### src/rtl/data_mem_bytelane.sv
// Purpose: byte/half/word data memory for the load/store unit, with sign/zero
//          extended loads, misalignment errors and a sequential clear sweep.
// Latency: one cycle; the response is registered at the accept edge.
// Backpressure: req_ready is low during a clear sweep; responses cannot be stalled.
//
// Ports:
//   clk, reset             rising-edge clock, async active-high reset
//   req_valid/req_ready    request handshake; accept on valid && ready
//   req_we, req_size       store/load select; size 0=byte 1=half 2=word 3=illegal
//   req_unsigned           load extension select (ignored for word loads)
//   req_addr, req_wdata    byte address, low-aligned store data
//   clear_start            starts a clear sweep when sampled in IDLE
//   busy                   clear sweep in progress
//   resp_valid/rdata/err   one-cycle response pulse; rdata/err hold between pulses
module data_mem_bytelane #(
  parameter int DEPTH_WORDS   = 128,
  parameter bit INIT_ON_RESET = 1'b1,
  localparam int ADDR_WIDTH   = $clog2(DEPTH_WORDS) + 2
) (
  input  logic                  clk,
  input  logic                  reset,
  input  logic                  req_valid,
  output logic                  req_ready,
  input  logic                  req_we,
  input  logic [1:0]            req_size,
  input  logic                  req_unsigned,
  input  logic [ADDR_WIDTH-1:0] req_addr,
  input  logic [31:0]           req_wdata,
  input  logic                  clear_start,
  output logic                  busy,
  output logic                  resp_valid,
  output logic [31:0]           resp_rdata,
  output logic                  resp_err
);

  localparam int IDX_W = ADDR_WIDTH - 2;
  localparam logic [IDX_W-1:0] LAST_IDX = IDX_W'(DEPTH_WORDS - 1);

  typedef enum logic {
    ST_IDLE  = 1'b0,
    ST_CLEAR = 1'b1
  } state_t;

  localparam state_t RST_STATE = INIT_ON_RESET ? ST_CLEAR : ST_IDLE;

  state_t           state_q, state_d;
  logic [IDX_W-1:0] clr_idx_q, clr_idx_d;
  logic             resp_valid_q, resp_valid_d;
  logic             resp_err_q, resp_err_d;
  logic [31:0]      resp_rdata_q, resp_rdata_d;

  logic [31:0]      mem [DEPTH_WORDS];

  logic             accept;
  logic [IDX_W-1:0] req_idx;
  logic [1:0]       lane;
  logic             req_err;
  logic [31:0]      rd_word;
  logic [7:0]       rd_byte;
  logic [15:0]      rd_half;
  logic [31:0]      load_dat;
  logic [3:0]       st_mask;
  logic [31:0]      st_dat;

  logic             mem_we;
  logic [IDX_W-1:0] mem_idx;
  logic [3:0]       mem_mask;
  logic [31:0]      mem_dat;

  // Pure state decode: ready never depends on this cycle's inputs.
  assign req_ready = (state_q == ST_IDLE);
  assign busy      = (state_q == ST_CLEAR);
  assign accept    = req_valid && req_ready;

  assign req_idx = req_addr[ADDR_WIDTH-1:2];
  assign lane    = req_addr[1:0];

  assign req_err = (req_size == 2'd3)
                || (req_size == 2'd1 && req_addr[0])
                || (req_size == 2'd2 && req_addr[1:0] != 2'b00);

  // Load path: right-align the selected lane(s), then extend.
  assign rd_word = mem[req_idx];
  assign rd_byte = rd_word[{lane, 3'b000} +: 8];
  assign rd_half = rd_word[{req_addr[1], 4'b0000} +: 16];

  always_comb begin
    load_dat = rd_word;
    case (req_size)
      2'd0:    load_dat = req_unsigned ? {24'b0, rd_byte} : {{24{rd_byte[7]}}, rd_byte};
      2'd1:    load_dat = req_unsigned ? {16'b0, rd_half} : {{16{rd_half[15]}}, rd_half};
      default: load_dat = rd_word;
    endcase
  end

  // Store path: replicate the low-aligned data across lanes and let the
  // byte mask pick which lanes actually land.
  always_comb begin
    st_mask = 4'b0000;
    st_dat  = req_wdata;
    case (req_size)
      2'd0: begin
        st_mask = 4'b0001 << lane;
        st_dat  = {4{req_wdata[7:0]}};
      end
      2'd1: begin
        st_mask = req_addr[1] ? 4'b1100 : 4'b0011;
        st_dat  = {2{req_wdata[15:0]}};
      end
      2'd2: begin
        st_mask = 4'b1111;
        st_dat  = req_wdata;
      end
      default: begin
        st_mask = 4'b0000;
        st_dat  = req_wdata;
      end
    endcase
  end

  // Single write port shared by the clear sweep and stores; the two never
  // overlap because requests are only accepted in IDLE.
  always_comb begin
    mem_we   = 1'b0;
    mem_idx  = req_idx;
    mem_mask = st_mask;
    mem_dat  = st_dat;
    if (state_q == ST_CLEAR) begin
      mem_we   = 1'b1;
      mem_idx  = clr_idx_q;
      mem_mask = 4'b1111;
      mem_dat  = 32'b0;
    end else if (accept && req_we && !req_err) begin
      mem_we = 1'b1;
    end
  end

  // Storage has no reset; holding reset must not disturb its contents.
  always_ff @(posedge clk) begin
    if (mem_we && !reset) begin
      for (int b = 0; b < 4; b++) begin
        if (mem_mask[b]) begin
          mem[mem_idx][8*b +: 8] <= mem_dat[8*b +: 8];
        end
      end
    end
  end

  // Next-state: clear_start is honoured even when a request is accepted in
  // the same cycle, so that request completes and the sweep follows it.
  always_comb begin
    state_d   = state_q;
    clr_idx_d = clr_idx_q;
    case (state_q)
      ST_IDLE: begin
        if (clear_start) begin
          state_d = ST_CLEAR;
        end
      end
      ST_CLEAR: begin
        if (clr_idx_q == LAST_IDX) begin
          state_d   = ST_IDLE;
          clr_idx_d = '0;
        end else begin
          clr_idx_d = clr_idx_q + 1'b1;
        end
      end
      default: begin
        state_d   = ST_IDLE;
        clr_idx_d = '0;
      end
    endcase
  end

  // Response: data/err only update on an accept so they hold between pulses.
  always_comb begin
    resp_valid_d = accept;
    resp_err_d   = resp_err_q;
    resp_rdata_d = resp_rdata_q;
    if (accept) begin
      resp_err_d   = req_err;
      resp_rdata_d = (req_err || req_we) ? 32'b0 : load_dat;
    end
  end

  always_ff @(posedge clk or posedge reset) begin
    if (reset) begin
      state_q      <= RST_STATE;
      clr_idx_q    <= '0;
      resp_valid_q <= 1'b0;
      resp_err_q   <= 1'b0;
      resp_rdata_q <= 32'b0;
    end else begin
      state_q      <= state_d;
      clr_idx_q    <= clr_idx_d;
      resp_valid_q <= resp_valid_d;
      resp_err_q   <= resp_err_d;
      resp_rdata_q <= resp_rdata_d;
    end
  end

  assign resp_valid = resp_valid_q;
  assign resp_err   = resp_err_q;
  assign resp_rdata = resp_rdata_q;

endmodule

### config.mk
export PLATFORM = sky130hd
export DESIGN_NAME = data_mem_bytelane
export DESIGN_NICKNAME = d
export VERILOG_FILES = /design/src/rtl/data_mem_bytelane.sv
export SDC_FILE = /design/constraint.sdc
export NUM_CORES = 2
export LEC_CHECK = 0
export CAP_MARGIN = 20
export CORE_ASPECT_RATIO = 1.2
export CORE_MARGIN = 2
export CORE_UTILIZATION = 60
export DETAILED_ROUTE_END_ITERATION = 16
export PLACE_DENSITY = 0.82
export SLEW_MARGIN = 15
export SYNTH_ARGS = -nofsm -noshare
export SYNTH_HDL_FRONTEND = slang
export SYNTH_SLANG_ARGS = --single-unit
### constraint.sdc
create_clock -name clk -period 6 [get_ports clk]
set_input_delay 0.9 -clock clk [delete_from_list [all_inputs] [get_ports clk]]
set_output_delay 0.9 -clock clk [all_outputs]
set_load 0.005 [all_outputs]
==> impl_metrics.toml <==
[synthesis]
yosys_warnings = 0
synth_area_per_cell_um2 = 21.5
synth_top_family_by_area = "multiplexers"
synthXorXnorAreaFrac_pct = 0.0162
synth_edf_count = 4096
yosysSeqAreaShare_pct = 76.4
syn_area_mm2 = 0.162
synth.area.mux_share_pct = 17.4
synth_flop_cell = "edfxtp_1"
syn_inst = 7552
synth-compound-area-share_pct = 2.04
syn_nets = 7602
synth-adder-area-share_pct = 0.00770
synth.distinct_cells = 68
async_flop_share_pct = 1.01
synth_seq_cells = 4138
synth-simple-area-share_pct = 2.59

[sta]
timing.fmax_mhz = 185
setup-tns-final_ns = 0
period_share_pct = 90.0
relSlewSlack_pct = 17.0
tightestPinTransition_ns = 1.23
finClkSkew_ns = 0.0629
final_hold_viol_count = 0
finalCriticalPeriod_ns = 5.40
rsz0062_at_grt = "no"
finalMaxSlewViolations = 0
setup_viol = 0

[placed_design]
portBuffers = 84
placedInstanceArea_mm2 = 0.171
dpl.hpwl_um = 296000
place.gp.congestion = 0.980

[cells_and_area]
regArea_mm2 = 0.124
final_common_cell = "edfxtp_1"
syn2layout_area_growth_pct = 13.0
multiInputGateArea_mm2 = 0.0362
layout.nets = 8209
final_cell_mix = "4096 x edfxtp_1, 1079 x mux4_2, 591 x nor2_1"
fillers = 15000
final_cell_area_mm2 = 0.184
drive_above_1_share_pct = 27.8

[route]
viasPerCell = 7.31
drt_iter0_markers = 16600
drc_errors = 0
wl_met1_um = 145000
dr.pass1.iters = 10
ant_nets = 0
vias = 88300
topRoutingLayerUsed = "met5"
dr_wl_met3_um = 67400
totalWireLength_um = 501000
dr_wl_met2_um = 235000
wire_per_inst_um = 41.4

[cts]
clock_latency_ns = 0.95
cts_tree = "done"
cts_root_buffer = "clkbuf_16"
postCtsHoldBufs = 0
clockBufferDepth = 4
clk_pin_slew_ns = 0.06
cts_resized = 0
cts.sinks = 4138
cts_setup_buffers = 0
cts_max_level = 5
numCtsBuffers = 377

[hold_path]
hold_path_class = "input pin to async pin"

[die]
ios = 85
die_area_mm2 = 0.275
core_area_mm2 = 0.270
die_h_um = 574
rows = 209
start_util_pct = 60.2
fp.dieW_um = 479

[critical_path]
cpMaxStageDelayCell = "dfstp_4"
timing.critical_path.required_ns = 6.51
cp_slowest_stage_delay_ns = 1.09
worstPathArrival_ns = 5.91
crit_family = "simple AND/OR/NAND/NOR gates"
crit_fanout = 43
critPathKind = "flip-flop to flip-flop"
startpoint_type = "flip-flop"
path_cells = "inv_1 > nor3_1 > a21oi_1 > nor2_2 > nand2_1 > nor2_1"
critical_path_buf_inv_count = 1
endpoint_kind = "flip-flop"

[flow_run]
maxCapViolCount = 0

[power_and_ir_drop]
leakage_uw = 0.0605
peakVddDrop_v = 0.000270
p_per_area_mw_per_mm2 = 334

[grt]
first_global_vias = 88900
grt_max_degree = 129
grt_first_pass_wirelength_um = 697000
antenna_found_initial = 45
grt-ovfl-total = 0
grt_use_total_pct = 36.5

[run_status]
outcome = "finished clean"
[report_power, final]
group	internal [uW]	switching (uW)	total, uW
clock	14100	11000	25100
combinational	1420	2790	4210
sequential	31900	189	32000
total	47400	13900	61300
[sequential cells by signal (all words and copies together) (netlist names)]
signal	flops
mem	4096
busy	1
clr_idx_q	7
resp_rdata	32
resp_err	1
resp_valid	1
[routing by layer]
layer  GRT usage (%)  up-vias
met5           0.363        -
met4            29.7       42
met3            11.2     2199
met2            56.5     8633
met1            42.4    44800
li1                -    32700
[metrics by stage]
| stage | setup slack, ns | util [%] | power (uW) | instances | hold slack [ns] |
|---|---|---|---|---|---|
| floorplan | 0.187 | - | 34800 | 7552 | 0.473 |
| global placement | 0.285 | 63.2 | 36400 | 11300 | 0.541 |
| detailed placement | 0.758 | 63.3 | 36500 | 11400 | 0.547 |
| CTS | 1.00 | 68.0 | 61100 | 12000 | 0.596 |
| global route | 0.744 | 68.1 | 62300 | 12100 | 0.453 |
| finish | 0.602 | 68.1 | 61300 | 12100 | 0.479 |
[logic make-up (layout without fill, tap and decap cells)]
group,count (synthesis),in the layout
XOR/XNOR,3,3
buffers and inverters,476,1393
AND/OR/NAND/NOR,1040,1040
adder cells (fa/ha/maj),1,1
flip-flops,4138,4138
AO/OA/AOI/OAI,447,447
other,0,28
multiplexers,1447,1447
[path summary, 6_finish.rpt]
| path | startpoint | endpoint | slack, ns | cells after the start |
|---|---|---|---|---|
| max in group asynchronous | reset | resp_rdata[26] | 5.02 | 3 |
| min in group clk | clr_idx_q[5] | clr_idx_q[5] | 0.61 | 1 |
| worst max register to register | busy | mem[12][21] | 0.60 | 6 |
| worst max-delay path | busy | mem[12][21] | 0.60 | 6 |
| worst min register to register | clr_idx_q[5] | clr_idx_q[5] | 0.61 | 1 |
| worst min-delay path | reset | resp_rdata[15] | 0.48 | 2 |
[layout make-up]
type	count	area share, %
Sequential cell	4138	67.6
Clock inverter	264	1.57
Clock buffer	425	5.31
Antenna cell	28	0.0382
Multi-Input combinational cell	2938	19.7
Timing Repair Buffer	677	3.30
Tap cell	3587	2.44
Inverter	27	0.0600
[Yosys cell counts (28+ instances only)]
library cell	instances	area (um^2)
a221oi_1	49	429
mux4_2	1079	24300
edfxtp_1	4096	123000
buf_4	87	653
nand3_1	28	140
buf_2	166	831
a32o_1	36	360
a21oi_1	73	365
o21ai_0	31	155
nor2b_1	34	213
dfrtp_1	41	1030
nand2_1	276	1040
nor2_1	626	2350
a22oi_1	102	766
clkbuf_1	138	518
mux2i_1	332	3320
buf_1	29	109
Note: power is estimated with default switching activity, not from simulation.
